==> src/rtl/dmem_access_ctrl_pkg.sv <==
// Shared definitions for the data-memory access controller: funct3 encodings,
// FSM state codes and size/alignment helpers.
package dmem_access_ctrl_pkg;

  localparam logic [2:0] F3_B  = 3'b000;
  localparam logic [2:0] F3_H  = 3'b001;
  localparam logic [2:0] F3_W  = 3'b010;
  localparam logic [2:0] F3_BU = 3'b100;
  localparam logic [2:0] F3_HU = 3'b101;

  localparam logic [1:0] ST_IDLE = 2'd0;
  localparam logic [1:0] ST_WAIT = 2'd1;
  localparam logic [1:0] ST_DONE = 2'd2;

  typedef enum logic [1:0] {SZ_B, SZ_H, SZ_W} size_e;

  // Encodings outside RV32I are treated as word accesses.
  function automatic size_e size_of(input logic [2:0] f3);
    size_e sz;
    case (f3)
      F3_B, F3_BU: sz = SZ_B;
      F3_H, F3_HU: sz = SZ_H;
      F3_W:        sz = SZ_W;
      default:     sz = SZ_W;
    endcase
    return sz;
  endfunction

  function automatic logic addr_aligned(input logic [2:0] f3, input logic [1:0] lo);
    logic ok;
    case (size_of(f3))
      SZ_B:    ok = 1'b1;
      SZ_H:    ok = ~lo[0];
      default: ok = (lo == 2'b00);
    endcase
    return ok;
  endfunction

endpackage

==> src/rtl/dmem_lane_align.sv <==
// Combinational byte-lane steering: store side replicates data and builds
// strobes, load side extracts the addressed lane and extends it.
module dmem_lane_align
  import dmem_access_ctrl_pkg::*;
(
  input  logic        is_store,
  input  logic [2:0]  funct3,
  input  logic [1:0]  addr_lo,
  input  logic [31:0] data_in,
  output logic [31:0] data_out,
  output logic [3:0]  strb
);

  size_e       sz;
  logic [7:0]  byte_sel;
  logic [15:0] half_sel;
  logic        sign_fill;

  assign sz = size_of(funct3);

  always_comb begin
    case (addr_lo)
      2'd0:    byte_sel = data_in[7:0];
      2'd1:    byte_sel = data_in[15:8];
      2'd2:    byte_sel = data_in[23:16];
      default: byte_sel = data_in[31:24];
    endcase
    half_sel = addr_lo[1] ? data_in[31:16] : data_in[15:0];
  end

  always_comb begin
    strb      = 4'b0000;
    data_out  = data_in;
    sign_fill = 1'b0;
    if (is_store) begin
      case (sz)
        SZ_B: begin
          strb     = 4'b0001 << addr_lo;
          data_out = {4{data_in[7:0]}};
        end
        SZ_H: begin
          strb     = 4'b0011 << addr_lo;
          data_out = {2{data_in[15:0]}};
        end
        default: begin
          strb     = 4'b1111;
          data_out = data_in;
        end
      endcase
    end else begin
      // funct3[2] marks the zero-extending variants (LBU/LHU)
      case (sz)
        SZ_B: begin
          sign_fill = ~funct3[2] & byte_sel[7];
          data_out  = {{24{sign_fill}}, byte_sel};
        end
        SZ_H: begin
          sign_fill = ~funct3[2] & half_sel[15];
          data_out  = {{16{sign_fill}}, half_sel};
        end
        default: data_out = data_in;
      endcase
    end
  end

endmodule

==> src/rtl/dmem_access_ctrl.sv <==
// MEM-stage data-memory access controller: stalls the pipeline while a
// load/store is in flight on a ready/valid-style bus with timeout.
//
// state   | meaning
// --------+-----------------------------------------------------------
// IDLE    | waiting for a MEM-stage load/store; misaligned ones flagged
// WAIT    | mem_req held, bus outputs stable, counting toward timeout
// DONE    | one cycle, rdata_MEM valid, pipeline released
module dmem_access_ctrl
  import dmem_access_ctrl_pkg::*;
#(
  parameter int ADDR_WIDTH     = 32,
  parameter int TIMEOUT_CYCLES = 255
) (
  input  logic                  clk,
  input  logic                  rst_n,
  input  logic                  mem_read_MEM,
  input  logic                  mem_write_MEM,
  input  logic [2:0]            funct3_MEM,
  input  logic [ADDR_WIDTH-1:0] addr_MEM,
  input  logic [31:0]           wdata_MEM,
  output logic [31:0]           rdata_MEM,
  output logic                  data_mem_hazard,
  output logic                  misalign_err,
  output logic                  bus_err,
  output logic                  mem_req,
  output logic                  mem_we,
  output logic [ADDR_WIDTH-1:0] mem_addr,
  output logic [31:0]           mem_wdata,
  output logic [3:0]            mem_wstrb,
  input  logic                  mem_ready,
  input  logic [31:0]           mem_rdata
);

  localparam int CNT_W = $clog2(TIMEOUT_CYCLES + 1);
  localparam logic [CNT_W-1:0] CNT_LAST = CNT_W'(TIMEOUT_CYCLES - 1);

  logic [1:0]       state;
  logic [CNT_W-1:0] wait_cnt;
  logic [2:0]       funct3_q;
  logic [1:0]       addr_lo_q;
  logic             is_load_q;

  logic             access_req;
  logic             aligned;
  logic             start;
  logic [31:0]      st_data;
  logic [3:0]       st_strb;
  logic [31:0]      ld_data;
  logic [3:0]       ld_strb_unused;

  assign access_req = mem_read_MEM | mem_write_MEM;
  assign aligned    = addr_aligned(funct3_MEM, addr_MEM[1:0]);
  assign start      = (state == ST_IDLE) && access_req && aligned;

  // Gated by rst_n so the stall drops with reset even if MEM inputs stay high.
  assign data_mem_hazard = rst_n & (start | (state == ST_WAIT));

  dmem_lane_align u_store_align (
    .is_store (mem_write_MEM),
    .funct3   (funct3_MEM),
    .addr_lo  (addr_MEM[1:0]),
    .data_in  (wdata_MEM),
    .data_out (st_data),
    .strb     (st_strb)
  );

  dmem_lane_align u_load_align (
    .is_store (1'b0),
    .funct3   (funct3_q),
    .addr_lo  (addr_lo_q),
    .data_in  (mem_rdata),
    .data_out (ld_data),
    .strb     (ld_strb_unused)
  );

  always_ff @(posedge clk or negedge rst_n) begin
    if (!rst_n) begin
      state        <= ST_IDLE;
      wait_cnt     <= '0;
      funct3_q     <= '0;
      addr_lo_q    <= '0;
      is_load_q    <= 1'b0;
      mem_req      <= 1'b0;
      mem_we       <= 1'b0;
      mem_addr     <= '0;
      mem_wdata    <= '0;
      mem_wstrb    <= '0;
      rdata_MEM    <= '0;
      misalign_err <= 1'b0;
      bus_err      <= 1'b0;
    end else begin
      case (state)
        ST_IDLE: begin
          if (access_req) begin
            if (aligned) begin
              mem_req   <= 1'b1;
              mem_we    <= mem_write_MEM;
              mem_addr  <= {addr_MEM[ADDR_WIDTH-1:2], 2'b00};
              mem_wdata <= mem_write_MEM ? st_data : 32'h0;
              mem_wstrb <= st_strb;
              funct3_q  <= funct3_MEM;
              addr_lo_q <= addr_MEM[1:0];
              is_load_q <= mem_read_MEM;
              wait_cnt  <= '0;
              state     <= ST_WAIT;
            end else begin
              misalign_err <= 1'b1;
              rdata_MEM    <= '0;
            end
          end
        end
        ST_WAIT: begin
          if (mem_ready) begin
            mem_req   <= 1'b0;
            rdata_MEM <= is_load_q ? ld_data : 32'h0;
            state     <= ST_DONE;
          end else if (wait_cnt == CNT_LAST) begin
            mem_req   <= 1'b0;
            bus_err   <= 1'b1;
            rdata_MEM <= '0;
            state     <= ST_DONE;
          end else begin
            wait_cnt <= wait_cnt + CNT_W'(1);
          end
        end
        ST_DONE: begin
          wait_cnt <= '0;
          state    <= ST_IDLE;
        end
        default: state <= ST_IDLE;
      endcase
    end
  end

endmodule

==> config.mk <==
export PLATFORM = sky130hd
export DESIGN_NAME = dmem_access_ctrl
export DESIGN_NICKNAME = d
export VERILOG_FILES = /design/src/rtl/dmem_access_ctrl_pkg.sv /design/src/rtl/dmem_lane_align.sv /design/src/rtl/dmem_access_ctrl.sv
export SDC_FILE = /design/constraint.sdc
export NUM_CORES = 1
export LEC_CHECK = 0
export BUFFER_PORTS_ARGS = -buffer_cell sky130_fd_sc_hd__buf_2
export CORE_MARGIN = 1.5
export CORE_UTILIZATION = 52
export CTS_BUF_LIST = sky130_fd_sc_hd__clkbuf_4 sky130_fd_sc_hd__clkbuf_8 sky130_fd_sc_hd__clkbuf_16
export CTS_CLUSTER_DIAMETER = 60
export CTS_CLUSTER_SIZE = 20
export DETAILED_ROUTE_END_ITERATION = 16
export PLACE_DENSITY = 0.79
export SYNTH_ARGS = -nofsm -noshare
export SYNTH_HDL_FRONTEND = slang
export SYNTH_HIERARCHICAL = 1
export SYNTH_SLANG_ARGS = --single-unit
==> constraint.sdc <==
create_clock -name clk -period 1.8 [get_ports clk]
set_clock_uncertainty 0.05 [all_clocks]
set_input_delay 0.09 -clock clk [delete_from_list [all_inputs] [get_ports clk]]
set_output_delay 0.09 -clock clk [all_outputs]
set_load 0.05 [all_outputs]
==> results of run 1 <==
-- routing by layer --
| metal | up-vias | track usage (%) | share of wire [%] |
|---|---|---|---|
| met4 | 0 | 11.06 | 2.0 |
| met2 | 396 | 47.69 | 49 |
| met5 | - | 0 | 0 |
| met1 | 3051 | 36.69 | 40 |
| li1 | 2834 | - | - |
| met3 | 43 | 7.525 | 9.0 |
-- stage by stage --
stage	utilization, %	std cells	total power [µW]	setup TNS (ns)
global placement	62.98	986	13490	-0.03547
global route	71.80	1061	18410	0
finish	71.80	1061	17600	0
detailed placement	62.98	986	13660	-1.104
floorplan	-	633	11400	0
CTS	71.61	1061	17560	0
-- power groups by stage --
stage | clock network, µW | registers [µW] | logic, µW
2_1_floorplan | 0 | 7950 | 3450
3_3_place_gp | 0 | 4480 | 9020
3_5_place_dp | 0 | 4520 | 9140
4_1_cts | 3740 | 4520 | 9300
5_1_grt | 3870 | 4660 | 9870
6_report | 3680 | 4540 | 9390
-- placed cells by master, fill, tap and decap left out, drive strengths merged, types with 17 or more instances in the layout --
cell         count
mux2            67
o21ai           28
a21oi           20
a22o            64
nor2            30
nor3b           17
dfrtp          118
o22ai           19
a22oi           34
clkbuf          21
dlygate4sd3     39
and2            17
buf            237
nand2           76
-- registers in the layout (all words and copies together) (netlist names) --
name / cells
addr_lo_q: 2
bus_err: 1
funct3_q: 3
is_load_q: 1
mem_addr: 30
mem_req: 1
mem_wdata: 32
mem_we: 1
mem_wstrb: 4
misalign_err: 1
rdata_MEM: 32
state: 2
wait_cnt: 8
-- worst max-delay path, stage by stage (launching register included) --
cell     delay (ns)
dfrtp_1        0.49
nand4_2        0.23
o21a_2         0.35
o21a_4         0.28
a31oi_1        0.22
-- cell type report --
class                      count  area (µm²)
tap                          172       215.2
clock inverter                11       170.2
timing repair buffer         276        1759
sequential                   118        2955
clock buffer                  21       474.2
inverter                      11       41.29
fill                         923        3545
multi-input combinational    452        3408
-- how the worst max path moves through the flow --
stage | start | end | slack (ns) | cells past startpoint
floorplan | state[1]$_DFFE_PN0P_ | data_mem_hazard | 0.11 | 5
global placement | addr_lo_q[1]$_DFFE_PN0P_ | rdata_MEM[16]$_DFFE_PN0P_ | -0.02 | 5
detailed placement | addr_lo_q[1]$_DFFE_PN0P_ | rdata_MEM[16]$_DFFE_PN0P_ | -0.10 | 5
CTS | addr_lo_q[1]$_DFFE_PN0P_ | rdata_MEM[18]$_DFFE_PN0P_ | 0.02 | 6
global route | state[0]$_DFFE_PN0P_ | mem_addr[29]$_DFFE_PN0P_ | 0.007 | 6
finish | wait_cnt[2]$_DFFE_PN0P_ | wait_cnt[7]$_DFFE_PN0P_ | 0.08 | 4
-- repair_timing --
action / in CTS / in global routing
hold endpoints to repair: 157 / 0
endpoints found under the setup margin: 23 / 38
hold buffers: 39 / 0
pin swaps: 1 / 0
gates resized for setup: 3 / 6
buffers inserted: 4 / 0
==> impl_results.md, run 1 <==
* Status: complete, no violations
* Nets at 982
* # setup viols final at 0
* CTS tree: built
* Area grow syn2layout at 35.54%
* Int Pwr at 9302 µW
* Reg2reg end: wait_cnt[7]$_DFFE_PN0P_
* Worst Hold Class: in2reg
* Clk root buf: clkbuf_16
* Minimum clock period at 1.717 ns
* Gr usage total at 28.90%
* Reg2reg start: wait_cnt[2]$_DFFE_PN0P_
* Pre-antenna DRT Iters at 5
* Post-Route WL at 19,750 µm
* Pin count of the biggest net entering global routing at 119
* Critical path capture point type: flop
* Setup Slack @ Placement at -0.1042 ns
* Share of cells above drive strength 1 at 39.93%
* Final Wtd Congestion at 0.9573
* Power Density at 1951 nW/µm²
* R2R depth at 4
* CTS H-Tree Depth at 4
* Number of CTS-inserted buffers at 17
* Placed instance area at 7915 µm²
* DRC errors left at 0
* Synth warn at 6
* Syn avg cell area at 10.57 µm²
* Worst Hold Path EP: mem_wdata[21]$_DFFE_PN0P_
* Worst path arrival time at 1.99 ns
* Number of global-route vias before repair at 5,974
* Hpwl dp at 13,390 µm
* Net switching fraction of the power at 47.16%
* Initial Util at 52.97%
* Worst rel slew slack at 18.77%
* Die height at 116.2 µm
* Wire per inst at 18.61 µm
* Slew of the pin with the lowest slew margin at 1.216 ns
* CP Class: reg2reg
* Chip Width at 116.2 µm
* Final Hold Viols at 0
* DR vias at 6,324
* Clk_lat worst skew at 0.41 ns
* Max Cap Violations at 0
* RSZ-0062 raised after global routing: no
* CP startpoint kind: flop
* Maximum buffer depth of the clock tree at 2
* FMAX at 582.5 MHz
* # clock sinks at 118
* LEAKAGE at 0.004488 µW
* ANT nets after route at 0
* Reg2Reg Setup Slack at 0.08 ns
* Setup ws final at 0.08331 ns
* Critical Path RT at 2.07 ns
* Ant. Diodes at 0
* Fin. max-slew vios at 0
* Row count at 41
* CORE AREA at 12,570 µm²
* IO buf count at 206
* Sequential Power Share at 25.8%
* Initial DRC Count at 611
* Hold slack at 0.02675 ns
* Reg clk slew, reported paths at 0.06 ns
* Synth Instances at 630
* CP Max Fanout at 9
* Hold Crit Start: wdata_MEM[5]
* Design Area, Final at 9024 µm²
* Fin crit share at 95.37%
* Via density at 5.960
* Synthesized area at 6658 µm²
* IO Pins at 209
* Switching power at 8302 µW
* Hold path depth at 4
* GR Overflow Total at 0
* Peak VDD IR at 0.001402 V
* Clock group share of total power at 20.9%
* Antenna violations before repair at 0
* First-pass GRT wire length at 29,910 µm
* Die area at 13,490 µm²
* Combinational group share of total power at 53.3%
(Power assumes the default switching activity.)
==> run 2, diff against run 1 <==
--- a/config.mk
+++ b/config.mk
@@ -6,14 +6,16 @@
 export NUM_CORES = 1
 export LEC_CHECK = 0
 export BUFFER_PORTS_ARGS = -buffer_cell sky130_fd_sc_hd__buf_2
+export CELL_PAD_IN_SITES_DETAIL_PLACEMENT = 2
+export CELL_PAD_IN_SITES_GLOBAL_PLACEMENT = 2
 export CORE_MARGIN = 1.5
-export CORE_UTILIZATION = 52
+export CORE_UTILIZATION = 31
 export CTS_BUF_LIST = sky130_fd_sc_hd__clkbuf_4 sky130_fd_sc_hd__clkbuf_8 sky130_fd_sc_hd__clkbuf_16
 export CTS_CLUSTER_DIAMETER = 60
 export CTS_CLUSTER_SIZE = 20
 export DETAILED_ROUTE_END_ITERATION = 16
+export HOLD_SLACK_MARGIN = 0.03
 export PLACE_DENSITY = 0.79
 export SYNTH_ARGS = -nofsm -noshare
 export SYNTH_HDL_FRONTEND = slang
-export SYNTH_HIERARCHICAL = 1
 export SYNTH_SLANG_ARGS = --single-unit
==> run 2 against run 1 <==
Net effect:
- the flow now finishes with violations (negative setup slack)
- power decreased by 4.5%
- die area grew 36%
- clock power grew 3%
- non-clock buffer count is 78 higher
- setup slack lost 0.27 ns
- final area down 0.97%
- sequential share of layout area grew 0.36 points
- critical path depth rose by 2
- sequential cell count stayed put
- hold slack worse by 0.0051 ns
- first-iteration DRC count shrank 35%
- core utilization down 20 points
- critical endpoint is now data_mem_hazard
- largest power group unchanged
==> impl_results.md, run 2 <==
* Status: finished with violations
* Violated checks: negative setup slack
* Slew of the pin with the lowest slew margin at 1.174 ns (-0.04244 ns)
* Commonest non-fill, non-tap cell in the layout: buf_2
* Pin count of the biggest net entering global routing at 55 (-54%)
* Slowest-stage cell, CP: dfrtp_2
* DRC errors left at 0 (unchanged)
* Area grow syn2layout at 64.45%
* Post-Route WL at 31,150 µm (+58%)
* Clk root buf: clkbuf_16
* Clk_lat worst skew at 0.44 ns (+0.03 ns)
* Initial Util at 31.53% (-21 points)
* Initial DRC Count at 399 (-35%)
* Worst path arrival time at 1.85 ns (-0.14 ns)
* Non-Filler Instances at 1,029 (-3.0%)
* Fin. max-slew vios at 0 (unchanged)
* Most area-consuming cells after synthesis: dfrtp_1 54%, mux2_2 8.7%, mux2i_1 4.8%, o2bb2ai_1 4.2%, a22o_1 4.0%
* CP Max Fanout at 4 (-5)
* Placed cell count at 888 (-9.9%)
* Row count at 48 (+17%)
* Max Cap Violations at 0 (unchanged)
* Worst rel slew slack at 21.75% (+3.0 points)
* Final Util at 51.84% (-20 points)
* Synthesized flop and latch total at 118
* Hpwl dp at 14,170 µm (+5.8%)
* Hold slack at 0.02166 ns (-0.005085 ns)
* Asr flop ratio synth at 100.0%
* Fin crit share at 110.5% (+15 points)
* Largest regs: mem_wdata (32), rdata_MEM (32), mem_addr (30)
* ANT nets after route at 0 (unchanged)
* Final Hold Viols at 0 (unchanged)
* LEAKAGE at 0.004241 µW (-5.5%)
* Wire per inst at 30.27 µm (+63%)
* CP Class: reg2out
* Reg2Reg Setup Slack at -0.19 ns (-0.27 ns)
* Commonest cells after routing, fill and taps aside: 204 x buf_2, 113 x dfrtp_1, 89 x dlygate4sd3_1
* Die area at 18,330 µm² (+36%)
* Most frequent cells after synthesis: 118 x dfrtp_1, 42 x mux2_2, 26 x mux2i_1, 26 x o2bb2ai_1, 25 x a22o_1
* Maximum buffer depth of the clock tree at 2 (unchanged)
* Top-area cell type share of the netlist area at 54.34%
* Reg clk slew, reported paths at 0.07 ns (about the same)
* Die height at 135.4 µm (+17%)
* DR vias at 5,709 (-9.7%)
* Multi-input gate area at 2505 µm² (-27%)
* First-pass GRT wire length at 41,420 µm (+38%)
* FMAX at 502.6 MHz (-14%)
* RSZ-0062 raised after global routing: yes
* Synthesized area at 5434 µm² (-18%)
* Synth unique cells at 53
* Worst path cell trace: nor2_4 > a21boi_4 > o21a_4 > buf_12 > o21a_4 > buf_12
* Pre-antenna DRT Iters at 5 (unchanged)
* CP startpoint kind: flop
* Nets at 892 (-9.2%)
* IO Pins at 209 (unchanged)
* CTS H-Tree Depth at 4 (unchanged)
* # clock sinks at 118 (unchanged)
* Synth Instances at 441 (-30%)
* Final Wtd Congestion at 0.8373 (-13%)
* Ys flop type: dfrtp_1
* Crit-path max cell delay at 0.46 ns (-0.03 ns)
* Minimum clock period at 1.990 ns (+0.2729 ns)
* PnR Total Power at 16,810 µW (-4.5%)
* Chip Width at 135.4 µm (+17%)
* Post-synth EDFFs at 0
* Power Density at 1881 nW/µm² (-3.6%)
* CTS tree: built
* Sequential share of the synthesized area at 54.34%
* Synth warn at 0 (-6)
* Critical path capture point type: primary output
* CORE AREA at 17,240 µm² (+37%)
* Peak VDD IR at 0.001038 V (-26%)
* Critical Path RT at 1.66 ns (-0.41 ns)
* Layout fillers at 1,647 (+78%)
* Worst Hold Class: in2reg
* Yosys top cell by area: dfrtp_1
* Via density at 5.548 (-6.9%)
* Syn avg cell area at 12.32 µm² (+17%)
* Area occupied by registers at 2959 µm² (+0.13%)
* Gr usage total at 30.86% (+2.0 points)
* # setup viols final at 75 (+75)
* Antenna violations before repair at 3 (+3)
* IO buf count at 206 (unchanged)
* Number of CTS-inserted buffers at 17 (unchanged)
* Count leader, synth: dfrtp_1
* Setup ws final at -0.1896 ns (-0.2729 ns)
* GR Overflow Total at 0 (unchanged)
* Setup Slack @ Placement at -0.4243 ns (-0.3201 ns)
* Number of global-route vias before repair at 6,519 (+9.1%)
* Share of cells above drive strength 1 at 49.69% (+9.8 points)
==> run 2: timing repair <==
item                                    CTS  global route
hold buffers                             89             0
setup buffers                             4             6
endpoints found under the hold margin   200             0
cloned                                    2             3
gates resized for setup                  27            28
endpoints found under the setup margin   55            93
pin swaps                                 4            10
==> run 2: power by group <==
part / internal (µW) / total, µW / switching, µW
combinational: 2540 / 8430 / 5890
sequential: 3670 / 4600 / 929
clock: 2230 / 3780 / 1550
==> run 2: per-stage QoR <==
stage	TNS [ns]	instance area, µm²
final	-4.763	8936
after global routing	-6.538	8931
after CTS	-2.266	8706
after detailed placement	-13.27	7020
after global placement	-6.726	7020
after floorplan	-1.205	5441
==> run 2: final timing paths <==
| kind | startpoint | to | cells after the start |
|---|---|---|---|
| min | wdata_MEM[14] | mem_wdata[14]$_DFFE_PN0P_ | 3 |
| max in group asynchronous | rst_n | rdata_MEM[26]$_DFFE_PN0P_ | 3 |
| min in group asynchronous | rst_n | mem_wdata[4]$_DFFE_PN0P_ | 3 |
| max | state[0]$_DFFE_PN0P_ | data_mem_hazard | 6 |
| min reg2reg | bus_err$_DFFE_PN0P_ | bus_err$_DFFE_PN0P_ | 1 |
| max reg2reg | addr_lo_q[1]$_DFFE_PN0P_ | rdata_MEM[30]$_DFFE_PN0P_ | 6 |
==> run 2: cell families after synthesis <==
kind of cell | after synthesis | synth area share, %
multiplexers | 69 | 13.98
other | 1 | 0.06901
buffers and inverters | 40 | 3.384
XOR/XNOR | 2 | 0.3224
AO/OA/AOI/OAI | 135 | 19.99
AND/OR/NAND/NOR | 74 | 7.460
flip-flops | 118 | 54.34
adder cells (fa/ha/maj) | 2 | 0.4604
==> run 2: per-layer routing <==
metal / share of wire (%) / wire length [µm] / global-route usage (%)
met1: 37 / 11570 / 34.70
met2: 53 / 16560 / 55.78
met3: 6.2 / 1927 / 7.295
met4: 3.5 / 1092 / 13.02
met5: 0 / 0 / 0
==> run 2: area by class of cell <==
| cell class | instances | area share, % |
|---|---|---|
| Antenna cell | 5 | 0.1400 |
| Clock buffer | 18 | 4.915 |
| Clock inverter | 14 | 1.960 |
| Inverter | 8 | 0.3360 |
| Multi-Input combinational cell | 287 | 28.03 |
| Sequential cell | 118 | 33.11 |
| Tap cell | 225 | 3.150 |
| Timing Repair Buffer | 354 | 28.35 |
==> run 2: critical path, delay by kind of cell, from the launching register on <==
family	cells	cell delay (ns)
AO/OA/AOI/OAI	3	0.54
flip-flops	1	0.46
buffers and inverters	2	0.26
AND/OR/NAND/NOR	1	0.14
